<file path="config.mk">
export PLATFORM = sky130hd
export DESIGN_NAME = fifo_ram_ctrl
export DESIGN_NICKNAME = d
export VERILOG_FILES = /design/src/rtl/fifo_ram_ctrl.sv
export SDC_FILE = /design/constraint.sdc
export NUM_CORES = 1
export LEC_CHECK = 0
export CORE_MARGIN = 2
export CORE_UTILIZATION = 52
export DETAILED_ROUTE_END_ITERATION = 8
export PLACE_DENSITY_LB_ADDON = 0.12
export SYNTH_ARGS = -nofsm -noshare
export SYNTH_HDL_FRONTEND = slang
export SYNTH_SLANG_ARGS = --single-unit
</file>
<file path="constraint.sdc">
create_clock -name clock -period 7.75 [get_ports clock]
set_input_delay 1.1625 -clock clock [delete_from_list [all_inputs] [get_ports clock]]
set_output_delay 1.1625 -clock clock [all_outputs]
set_load 0.005 [all_outputs]
</file>
<file path="src/rtl/fifo_ram_ctrl.sv">
// FIFO controller in front of a single-port RAM: arbitrates write/read requests,
// keeps pointers and occupancy, and returns read data two cycles after the grant.
module fifo_ram_ctrl #(
   parameter int ADDR_WIDTH = 14,
   parameter int DATA_WIDTH = 8
) (
   input  logic                  clock,
   input  logic                  reset,
   input  logic                  enable,
   input  logic                  write,
   input  logic [DATA_WIDTH-1:0] data_in,
   input  logic                  read,
   output logic                  write_ack,
   output logic                  read_ack,
   output logic [DATA_WIDTH-1:0] data_out,
   output logic                  data_valid,
   output logic                  full,
   output logic                  empty,
   output logic [ADDR_WIDTH:0]   count,
   output logic                  ram_en,
   output logic                  ram_we,
   output logic [ADDR_WIDTH-1:0] ram_addr,
   output logic [DATA_WIDTH-1:0] ram_wdata,
   input  logic [DATA_WIDTH-1:0] ram_rdata
);

   localparam logic [ADDR_WIDTH:0]   FULL_CNT = {1'b1, {ADDR_WIDTH{1'b0}}};
   localparam logic [ADDR_WIDTH:0]   CNT_ONE  = (ADDR_WIDTH+1)'(1);
   localparam logic [ADDR_WIDTH-1:0] PTR_ONE  = ADDR_WIDTH'(1);

   logic [ADDR_WIDTH-1:0] wr_ptr, rd_ptr;
   logic                  prio_w;
   logic [1:0]            vld_pipe;
   logic                  wr_ok, rd_ok, grant_w, grant_r;

   assign full       = (count == FULL_CNT);
   assign empty      = (count == '0);
   assign data_valid = vld_pipe[1];

   // Reset gates requests so nothing is granted while it is held.
   assign wr_ok   = enable & write & ~full  & ~reset;
   assign rd_ok   = enable & read  & ~empty & ~reset;
   assign grant_w = wr_ok & (~rd_ok | prio_w);
   assign grant_r = rd_ok & (~wr_ok | ~prio_w);

   assign write_ack = grant_w;
   assign read_ack  = grant_r;

   always_comb begin
      ram_en    = 1'b0;
      ram_we    = 1'b0;
      ram_addr  = '0;
      ram_wdata = '0;
      if (grant_w) begin
         ram_en    = 1'b1;
         ram_we    = 1'b1;
         ram_addr  = wr_ptr;
         ram_wdata = data_in;
      end else if (grant_r) begin
         ram_en   = 1'b1;
         ram_addr = rd_ptr;
      end
   end

   always_ff @(posedge clock) begin
      if (reset) begin
         wr_ptr   <= '0;
         rd_ptr   <= '0;
         count    <= '0;
         prio_w   <= 1'b1;
         vld_pipe <= '0;
         data_out <= '0;
      end else begin
         if (grant_w) begin
            wr_ptr <= wr_ptr + PTR_ONE;
            count  <= count + CNT_ONE;
         end else if (grant_r) begin
            rd_ptr <= rd_ptr + PTR_ONE;
            count  <= count - CNT_ONE;
         end
         if (wr_ok && rd_ok)
            prio_w <= ~prio_w;
         // stage 0: RAM access in flight, stage 1: data_out just loaded
         vld_pipe <= {vld_pipe[0], grant_r};
         if (vld_pipe[0])
            data_out <= ram_rdata;
      end
   end

endmodule

</file>
-- After elaboration in Yosys (flattened, before gate mapping)
Index checks and enable logic that the tools add are counted.
- bits in registers: 54
- input port bits: 21
- output and inout bits: 52
- $add $sub $neg: 4
- mux-type cells: 8
- bitwise gates (word level): 17
- reductions and logical operators: 4
- equal/unequal tests: 1
- operators by type and width (cell ; count):
    2-to-1 mux 15 bit ; 2
    adder 14 x 1 -> 14 bit (second input constant) ; 2
    2-to-1 mux 14 bit ; 2
    adder 15 x 1 -> 15 bit (second input constant) ; 1
    equality test 15 bit (second input constant) ; 1
    logical NOT 15 bit ; 1
    subtractor 15 x 1 -> 15 bit (second input constant) ; 1
    AND 1 bit ; 8
    2-to-1 mux 8 bit ; 1
    inverter 1 bit ; 7
    2-to-1 mux 1 bit ; 3
    bitwise OR 1 bit ; 2
    AND reduction 2 bit ; 1
    nonzero test 2 bit ; 1
    logical AND 1 bit ; 1

-- Depth between registers and ports, before layout
- word-level depth: 9
- gate-level depth with buffers: 13

-- Worst setup path after synthesis
No wires, ideal clock.
- kind: input port to flip-flop
- from: input port enable
- to: register count[14]
- path buffers: 2
- arrival time: 3.768 ns
- data required time: 7.692 ns
- cell stages on the path: 13
- setup time: 0.058 ns
- slack: 3.923 ns
- cell sequence: nor2b_1 -> nand2_1 -> a221o_1 -> buf_6 -> clkinv_4 -> clkbuf_1 -> fa_1 -> nor2b_1 -> o31a_1 -> o41ai_1 -> o21ai_0 -> a221o_1 -> nand2_1
- cells in the longest elaborated chain, start to end: 7
- elaborated cells on any way between the ends: 14
- ends and longest elaborated chain (item ; line ; RTL):
    start: declaration ; 9 ; input logic enable,
    AND 1 bit, on equally long branches (3 in series) ; 42, 41 ;
    inverter 1 bit, on equally long branches ; 43, 44 ;
    bitwise OR 1 bit, on equally long branches ; 43, 44 ;
    AND 1 bit, on equally long branches ; 43, 44 ;
    2-to-1 mux 15 bit / nonzero test 2 bit (equally long branches) ; -- ;
    end signal: assignment ; 76 ; count <= count + CNT_ONE;
    end signal: assignment ; 79 ; count <= count - CNT_ONE;
    end: declaration ; 19 ; output logic [ADDR_WIDTH:0] count,
Parallel ways exist; a longest one is shown, timed or not.
A chain may end at the register's enable or synchronous reset.

-- Worst setup path after layout
- from: input port reset
- to: output port ram_addr[5]
- cells in the longest elaborated chain, start to end: 7
- elaborated cells on any way between the ends: 11
- ends and longest elaborated chain (item ; line ; RTL):
    start: declaration ; 8 ; input logic reset,
    inverter 1 bit * ; 41, 42 ;
    AND 1 bit ; 41 ; assign wr_ok = enable & write & ~full & ~reset;
    inverter 1 bit ; 44 ; assign grant_r = rd_ok & (~wr_ok | ~prio_w);
    bitwise OR 1 bit ; 44 ;
    AND 1 bit ; 44 ;
    2-to-1 mux 14 bit ; 59 ; end else if (grant_r) begin
    2-to-1 mux 14 bit * ; 54 ; if (grant_w) begin
    end: declaration ; 22 ; output logic [ADDR_WIDTH-1:0] ram_addr,
Mark *: on every way between the ends. The rest lies on a longest branch, timed or not.

==> out/qor.csv <==
metric,value,unit
Seq pwr share,0.379,
initial antenna violation count,0,
DR vias/cell,5.77,
worst clock skew,0.00576,ns
critical path class,input pin to primary output,
Post-Synth Adder-Cell Area,0.0692,
net switching share of the total power,0.353,
H-tree depth,2,
hpwl dp,5.58,mm
PD cells,215,nW/um2
crit-path leading delay family,buffers and inverters,
Overall Power,0.000869,W
status,"finished, final reports clean",
"commonest non-fill, non-tap cell in the layout",clkdlybuf4s50_1,
Synth Area in XOR/XNOR,0.0798,
Layout area overhead,26.8,%
height of the die,82.3,um
number of synthesized register bits,54,
mean post-synth cell area,8.29,um2
cells along the critical path,buf_2 -> nor2b_1 -> nand2_1 -> a221o_1 -> clkinv_4 -> a22o_1 -> clkdlybuf4s50_1,
PortBufs,72,
simple-gate share of the synthesized area,0.256,
"Slew Viols, Final",0,
Netlist cell types,53,
IO Pins,73,
sequential share of the synthesized area,0.339,
RD Place Congestion,0.831,
final WL,7.86,mm
mux cell area share after synthesis,0.0251,
Max Cap Viol,0,
Syn Inst Count,384,
Post-synth EDFFs,0,
CP max-delay cell,buf_2,
clock buffer depth,2,
largest net degree at the start of global routing,52,
n_diodes,0,
Rows,28,
Worst Path Required,6.59,ns
Leakage Power,1.51,nW
Slowest Stage Delay on Critical Path,0.70,ns
sw power,0.000307,W
Root Driver,clkbuf_8,
VDD IR max,0.120,mV
dpl cell area,3920,um2
min Tclk post-route,5.36,ns
Placeable Area,5920,um2
Worst setup EP type,primary output,
Rel. slew slack,0.371,
CTS tree,built,
layout cells sized above 1,0.0470,
crit-path max FO,51,
Synth Flop Type,dfxtp_1,
Worst-Skew Late Latency,0.32,ns
routed len/inst,15.1,um
main combinational cell family by area after synthesis,simple AND/OR/NAND/NOR gates,
most frequent cells in the layout,"clkdlybuf4s50_1 (71), dfxtp_1 (54), nor2_1 (44), nand2_1 (40), a21oi_1 (23)",
GRT Total Usage,0.243,
worst hold slack,0.500,ns
Chip Width,82.3,um
final net count,484,
clock power share,0.232,
Die ar.,6770,um2
grt ovf,0,
max frequency,0.187,GHz
cell area after layout,4040,um2
# resized after CTS,0,
first-pass GRT wire length,12.8,mm
combinational power share,0.389,
compound-gate portion of the synthesized area,0.183,
internal power,0.000562,W
# clock sinks,54,
# DRC,0,
Worst-path clk slew,0.10,ns
CP Data Arrival Time,4.19,ns
fin cells,522,
Least-Margin Pin Slew,0.944,ns
dpl cells,514,
unrepaired setup endpoints after global routing,false,
Worst Hold Class,register to register,
syn nets,422,
Vias,3011,
final period utilization,0.691,
Yosys warning total,0,
Starting Density,0.538,
CTS Hold Bufs,0,
asr flop ratio synth,0,
final hold vios,0,
Post-CTS Setup Bufs,0,
DR pass1 iterations,5,
count of final setup violators,0,
Critical Path Start Type,input pin,
Final ANT Viol Nets,0,
CTS Buf Count,5,
initial DRC count,181,
worst path buffer plus inverter count,3,
number of global-route vias before repair,2737,
setup_tns,0,ns
mapped cell area,3180,um2
## power groups by stage
stage / clock (W) / sequential [W] / combinational (W)
after detailed placement: 0 / 0.000336 / 0.000334
after CTS: 0.000205 / 0.000330 / 0.000336
final: 0.000202 / 0.000330 / 0.000338
after global placement: 0 / 0.000336 / 0.000327
after floorplan: 0 / 0.000327 / 0.000231
after global routing: 0.000215 / 0.000334 / 0.000376
## registers in the layout, indices dropped and copies added (netlist names)
signal / flops
wr_ptr: 14
vld_pipe: 2
count: 15
data_out: 8
prio_w: 1
rd_ptr: 14
## logic make-up after synthesis
kind of cell / count (synthesis)
flip-flops: 54
AO/OA/AOI/OAI: 82
XOR/XNOR: 29
AND/OR/NAND/NOR: 160
buffers and inverters: 34
multiplexers: 8
adder cells (fa/ha/maj): 17
## per-layer routing
layer  wire length [um]  global-route usage
met5                  0                   0
met4                152              0.0833
met3                569              0.0609
met2               3410               0.372
met1               3730               0.332
## final timing paths
check,from,cells past startpoint,to,slack [ns]
setup / recovery,reset,7,ram_addr[5],2.39
hold / removal,wr_ptr[1]$_SDFFE_PP0P_,2,wr_ptr[1]$_SDFFE_PP0P_,0.50
setup reg to reg,count[5]$_SDFFE_PP0P_,11,count[14]$_SDFFE_PP0P_,3.58
hold reg to reg,wr_ptr[1]$_SDFFE_PP0P_,2,wr_ptr[1]$_SDFFE_PP0P_,0.50
## stage by stage
stage | util | setup slack [ns]
final | 0.682 | 2.39
after global routing | 0.682 | 2.15
after CTS | 0.682 | 2.39
after floorplan | - | 3.92
after global placement | 0.662 | 2.44
after detailed placement | 0.662 | 2.40
## synth_stat cells, types with 3 or more instances
| cell type | instances | share of area |
|---|---|---|
| dfxtp_1 | 54 | 0.34 |
| nor2_1 | 44 | 0.052 |
| nand2_1 | 40 | 0.047 |
| a21oi_1 | 23 | 0.036 |
| xnor2_1 | 22 | 0.061 |
| ha_1 | 16 | 0.063 |
| nand3_1 | 15 | 0.024 |
| a22o_1 | 14 | 0.039 |
| inv_1 | 14 | 0.017 |
| clkbuf_1 | 11 | 0.013 |
| o21ai_0 | 11 | 0.017 |
| and2_1 | 9 | 0.018 |
| nand4_1 | 9 | 0.018 |
| nor4_1 | 9 | 0.018 |
| mux2i_1 | 8 | 0.025 |
| nor3_1 | 8 | 0.013 |
| and3_1 | 7 | 0.014 |
| xor2_1 | 7 | 0.019 |
| a21o_1 | 5 | 0.012 |
| buf_2 | 4 | 0.0063 |
| nor2b_1 | 4 | 0.0079 |
| o211ai_1 | 4 | 0.0094 |
| a211oi_1 | 3 | 0.0071 |
| nand3b_1 | 3 | 0.0071 |
| o21a_1 | 3 | 0.0071 |
## worst register-to-register path, cell delays in order (launching register included)
cell and delay, ns:
dfxtp_1 0.37, nor4_2 0.44, and4_1 0.31, a221o_1 0.75, clkinv_4 0.44, fa_1 0.53
nor2b_1 0.16, o31a_1 0.19, o41ai_1 0.10, o21ai_0 0.49, a221o_1 0.26, nand2_1 0.05
## cell type report
| type | count | area, um2 |
|---|---|---|
| Clock buffer | 5 | 68.8 |
| Clock inverter | 3 | 47.5 |
| Fill cell | 499 | 1880 |
| Inverter | 15 | 61.3 |
| Multi-Input combinational cell | 296 | 1950 |
| Sequential cell | 54 | 1080 |
| Tap cell | 75 | 93.8 |
| Timing Repair Buffer | 74 | 731 |
Power figures use the tool's default switching activity.
==> RTL edit 1 (config.mk and constraints unchanged) <==
Set the parameter `DATA_WIDTH` to 12 (it was 8).
--- a/src/rtl/fifo_ram_ctrl.sv
+++ b/src/rtl/fifo_ram_ctrl.sv
@@ -4,3 +4,3 @@
    parameter int ADDR_WIDTH = 14,
-   parameter int DATA_WIDTH = 8
+   parameter int DATA_WIDTH = 12
 ) (
Interface: changed (resized data_in, data_out, ram_rdata and ram_wdata); port bits go from 73 to 89. No check against the original RTL was run, so the function may have changed too.
==> RTL edit 1 against the unedited design <==
  * Register-to-register slack better by 310 ps
  * Worst setup slack better by 220 ps
  * Total power is 18% higher
  * First-iteration DRC count is 40% lower
  * Area after synthesis is 4.9% higher
  * Sequential cell count is 4 higher
  * Critical path depth stayed put
  * Routed wire length is 0.78% higher
  * Sequential power is 6.7% higher
  * Worst hold slack worse by 5.8 ps
  * Design area is 10% higher
  * Largest power group unchanged
==> RTL edit 1: results (changes against the unedited design) <==
The run finished with clean final reports. The average wire per standard cell is 14.5 um (-4.0%), and the number of antenna violations at the first check in global routing is 0 (unchanged). The logs give 3 (+1) for the number of levels the H-tree was split into and 1.68 nW (+11%) for the leakage power of the design. The maximum clock insertion buffer count came out at 2 (unchanged). After synthesis, the cell types taking the most area are dfxtp_1, ha_1, nor2_1. The tools report the post-cts gate resize count as 0 (unchanged). The clock transition at the registers of the reported paths came out at 70 ps (-30 ps). The logs give 383 (-0.26%) for the instance count of the mapped netlist and 23.1% (-1.2 points) for the total global routing track utilization. The first-iteration detailed-routing DRC count was 109 (-40%). The tools report the count of yosys warnings during synthesis as 0 (unchanged). For the total wire length after detailed routing, the log shows 7920 um (+0.78%).

The post-DP HPWL is 5550 um (-0.56%), and the number of buffers inserted by post-CTS setup repair is 0 (unchanged). The synthesized net count came out at 429 (+1.7%). In the synthesized netlist, the cells that appear most often are dfxtp_1, nor2_1, nand2_1. The logs give 513 (+2.8%) for the total of fill cells in the finished design and 61 (+17%) for the maximum number of pins on one net before global-route repair. The share of cells above drive strength 1 came out at 6.79% (+2.1 points). The switching share of power was 32.8% (-2.6 points); the count of cell types in the netlist was 51 (-3.8%). The delay of the slowest cell on the worst path came out at 590 ps (-110 ps). On the critical path, the stage with the largest delay is an instance of o221ai_4. The number of nets in the layout was 512 (+5.8%). The tools report the clock buffer count from CTS as 9 (+4). The commonest register cell after synthesis was dfxtp_1. The number of buffers inserted by port buffering is 88 (+22%). The source-to-sink clock delay at the later pin of the worst-skew pair was 330 ps; the number of detailed-routing iterations run before antenna repair was 5 (unchanged). The detailed-route vias per instance was 5.58 (-3.2%); the worst-case vdd ir drop was 0.178 mV (+49%). The instance count after placement with tap cells included came out at 532 (+3.5%).

The largest driver fanout on the critical path is 39 (-24%). For the setup skew after layout, the log shows 10.9 ps (+5.13 ps). The tools report the register area share after synthesis as 34.8% (+0.82 points). The transition time of the tightest slew-check pin was 712 ps (-232 ps).

Async set or reset register ratio after synthesis: 0% (unchanged). Number of global-route vias before repair: 2919 (+6.6%). The number of diodes is 0 (unchanged), and the global placer's final weighted congestion is 0.886 (+6.6%). The root buffer cell is clkbuf_8. The run gives 13600 um (+6.1%) as the global-route wire length before repair. The data arrival time of the critical path was 3970 ps (-220 ps). The largest registers in the layout are count (15), rd_ptr (14), wr_ptr (14).

The type of the worst min-delay path was flip-flop to flip-flop.
## RTL edit 1: cell type report
| cell class | count | area, um2 | area share (%) |
|---|---|---|---|
| flip-flops and latches | 58 | 1160 | 26.1 |
| inverters | 13 | 51.3 | 1.15 |
| clock buffers | 11 | 141 | 3.18 |
| well taps | 77 | 96.3 | 2.16 |
| repair buffers | 90 | 891 | 20.0 |
| multi-input cells | 294 | 2030 | 45.7 |
| clock inverters | 5 | 77.6 | 1.74 |
## RTL edit 1: logic make-up (layout without fill, tap and decap cells)
family	count (synthesis)	in the layout	share of synthesized area [%]
muxes	15	15	4.50
AOI/OAI and AO/OA	76	76	17.0
and+or+nand+nor	150	150	23.3
buffers and inverters	31	119	4.46
DFF	58	58	34.8
adders and majority gates	17	17	6.59
xor gates and xnor gates	36	36	9.44
## RTL edit 1: stage by stage
step | instance area [um2] | power, W | hold WS, ps | setup WS (ps)
final | 4450 | 0.00103 | 495 | 2620
after global routing | 4450 | 0.00109 | 528 | 2450
after CTS | 4450 | 0.00103 | 504 | 2640
after detailed placement | 4230 | 0.000717 | 486 | 2640
after global placement | 4230 | 0.000710 | 472 | 2710
after floorplan | 3340 | 0.000605 | 477 | 3800
## RTL edit 1: worst paths after layout
path | from | endpoint | slack (ps) | depth (start not counted)
setup / recovery | read | ram_addr[13] | 2620 | 7
hold / removal | data_out[11] | data_out[11] | 490 | 2
setup reg to reg | count[9] | count[14] | 3890 | 11
hold reg to reg | data_out[11] | data_out[11] | 490 | 2
## RTL edit 1: metal layers
layer  track usage [%]  part of all wire, %  vias to the layer above
met5                 0                    0                        -
met4              8.36                  1.1                        0
met3              3.83                  4.7                       10
met2              38.6                   49                       83
met1              30.1                   45                     1440
li1                  -                    -                     1527
## RTL edit 1: power by group through the flow
| stage | clock network [W] | logic [W] | registers (W) |
|---|---|---|---|
| after floorplan | 0 | 0.000253 | 0.000352 |
| after global placement | 0 | 0.000352 | 0.000358 |
| after detailed placement | 0 | 0.000359 | 0.000359 |
| after CTS | 0.000316 | 0.000364 | 0.000352 |
| after global routing | 0.000331 | 0.000406 | 0.000356 |
| final | 0.000311 | 0.000365 | 0.000352 |
## RTL edit 1: worst max-delay path: cells and delay by family
family                 cells  cell delay (ps)
AO/OA/AOI/OAI              3             1210
buffers and inverters      4             1590
==> RTL edit 2 (same flow settings) <==
Without the edit above. Make the reset (`reset`) asynchronous in one clocked block.
--- a/src/rtl/fifo_ram_ctrl.sv
+++ b/src/rtl/fifo_ram_ctrl.sv
@@ -64,3 +64,3 @@
 
-   always_ff @(posedge clock) begin
+   always_ff @(posedge clock or posedge reset) begin
       if (reset) begin
Check against the original RTL: differs if reset is asserted again (counterexample within 4 cycles, from zero or initial values and one cycle with reset high); with reset held inactive, the same outputs for 10 cycles.
==> RTL edit 2 against the unedited design <==
  * Global-route usage down 3.1 points
  * Area after synthesis shrank 1.4%
  * Synthesized cell count down 21%
  * Routed wire length fell by 16%
  * Maximum frequency grew 10%
  * Worst setup slack better by 490 ps
  * Design area decreased by 0.12%
  * Total power rose by 45%
  * Sequential share of layout area increased by 6.8 points
  * Sequential cell count is the same
==> RTL edit 2: results (changes against the unedited design) <==
Largest driver fanout on the critical path: 21 (-59%). The flow ran to the end, and the final reports show no timing, DRC or antenna violations. Register area share after synthesis: 43.1% (+9.1 points). For the total of fill cells in the finished design, the log shows 494 (-1.0%).

The run gives 0.902 (+8.5%) as the global placer's final weighted congestion. The tools report the count of cell types in the netlist as 44 (-17%). The run gives 6 (+1) as the number of detailed-routing iterations run before antenna repair. The placed standard-cell area came out at 3920 um2 (-0.16%). The share of cells above drive strength 1 was 9.04% (+4.3 points). The tools report the worst setup slack for register-to-register paths as 4040 ps (+460 ps). The leakage power of the design was 1.72 nW (+14%). The startpoint identified for the worst register-to-register timing path is count[9]. The number of nets in the layout is 413 (-15%).

Tracing the worst setup path back leads to its startpoint at enable. Sorting the synthesized cells by how often they occur yields dfrtp_1, nand2_1, xnor2_1. The tools report the capture endpoint of the worst hold path as rd_ptr[13].

The run gives 8.11 ps (+2.35 ps) as the setup skew after layout. The logs give 23.8% (-13 points) for the worst slew margin relative to its limit and 0.207 mV (+73%) for the worst-case vdd ir drop. The total global routing track utilization is 21.2% (-3.1 points), and the synthesized net count is 343 (-19%).

The detailed-route vias per instance was 5.58 (-3.2%); the first-iteration detailed-routing DRC count was 101 (-44%). Post-DP HPWL: 4840 um (-13%). The worst register-to-register path ends at count[12].
-- RTL edit 2: cell type report --
cell class / count / area [um2] / area share, %
Timing Repair Buffer: 75 / 743 / 18.4
Clock buffer: 5 / 68.8 / 1.71
Multi-Input combinational cell: 229 / 1690 / 41.9
Inverter: 10 / 37.5 / 0.931
Tap cell: 75 / 93.8 / 2.33
Sequential cell: 54 / 1350 / 33.5
Clock inverter: 3 / 48.8 / 1.21
-- RTL edit 2: how the worst max path moves through the flow --
stage / cells after the start / endpoint
after global routing: 6 / ram_addr[13]
after CTS: 6 / ram_addr[1]
after floorplan: 12 / count[12]
after detailed placement: 6 / ram_addr[10]
final: 6 / ram_addr[1]
after global placement: 6 / ram_addr[0]
-- RTL edit 2: metal layers --
layer / global-route usage, % / part of all wire, %
met5: 0 / 0
met4: 6.17 / 1.4
met3: 4.62 / 5.4
met2: 34.8 / 46
met1: 28.5 / 47
-- RTL edit 2: critical path, stage by stage --
cell and delay [ps]:
clkdlybuf4s50_1 440, nor2b_1 310, nand3_1 140, mux2i_2 890
a22o_1 260, clkdlybuf4s50_1 500
-- RTL edit 2: kinds of logic (layout without fill, tap and decap cells) --
logic type	Yosys count	in the layout	share of synthesized area, %
XOR/XNOR	39	39	10.9
multiplexers	13	13	4.58
AO/OA/AOI/OAI	61	61	14.3
adder cells (fa/ha/maj)	17	17	7.01
flip-flops	54	54	43.1
AND/OR/NAND/NOR	99	99	16.9
buffers and inverters	22	93	3.27
-- RTL edit 2: per-stage QoR --
step                hold slack (ps)  std cells  util [%]  power (W)  setup WS [ps]
floorplan                       352        305         -   0.000845           3730
CTS                             492        451      68.5    0.00126           2840
finish                          492        451      68.5    0.00126           2880
global route                    513        451      68.5    0.00136           2660
detailed placement              475        443      66.5    0.00106           2830
global placement                474        443      66.5    0.00105           2910
-- RTL edit 2: where the power goes --
group	internal, W	switching (W)
combinational	0.000321	0.000281
sequential	0.000360	0.0000991
clock	0.0000985	0.0000971
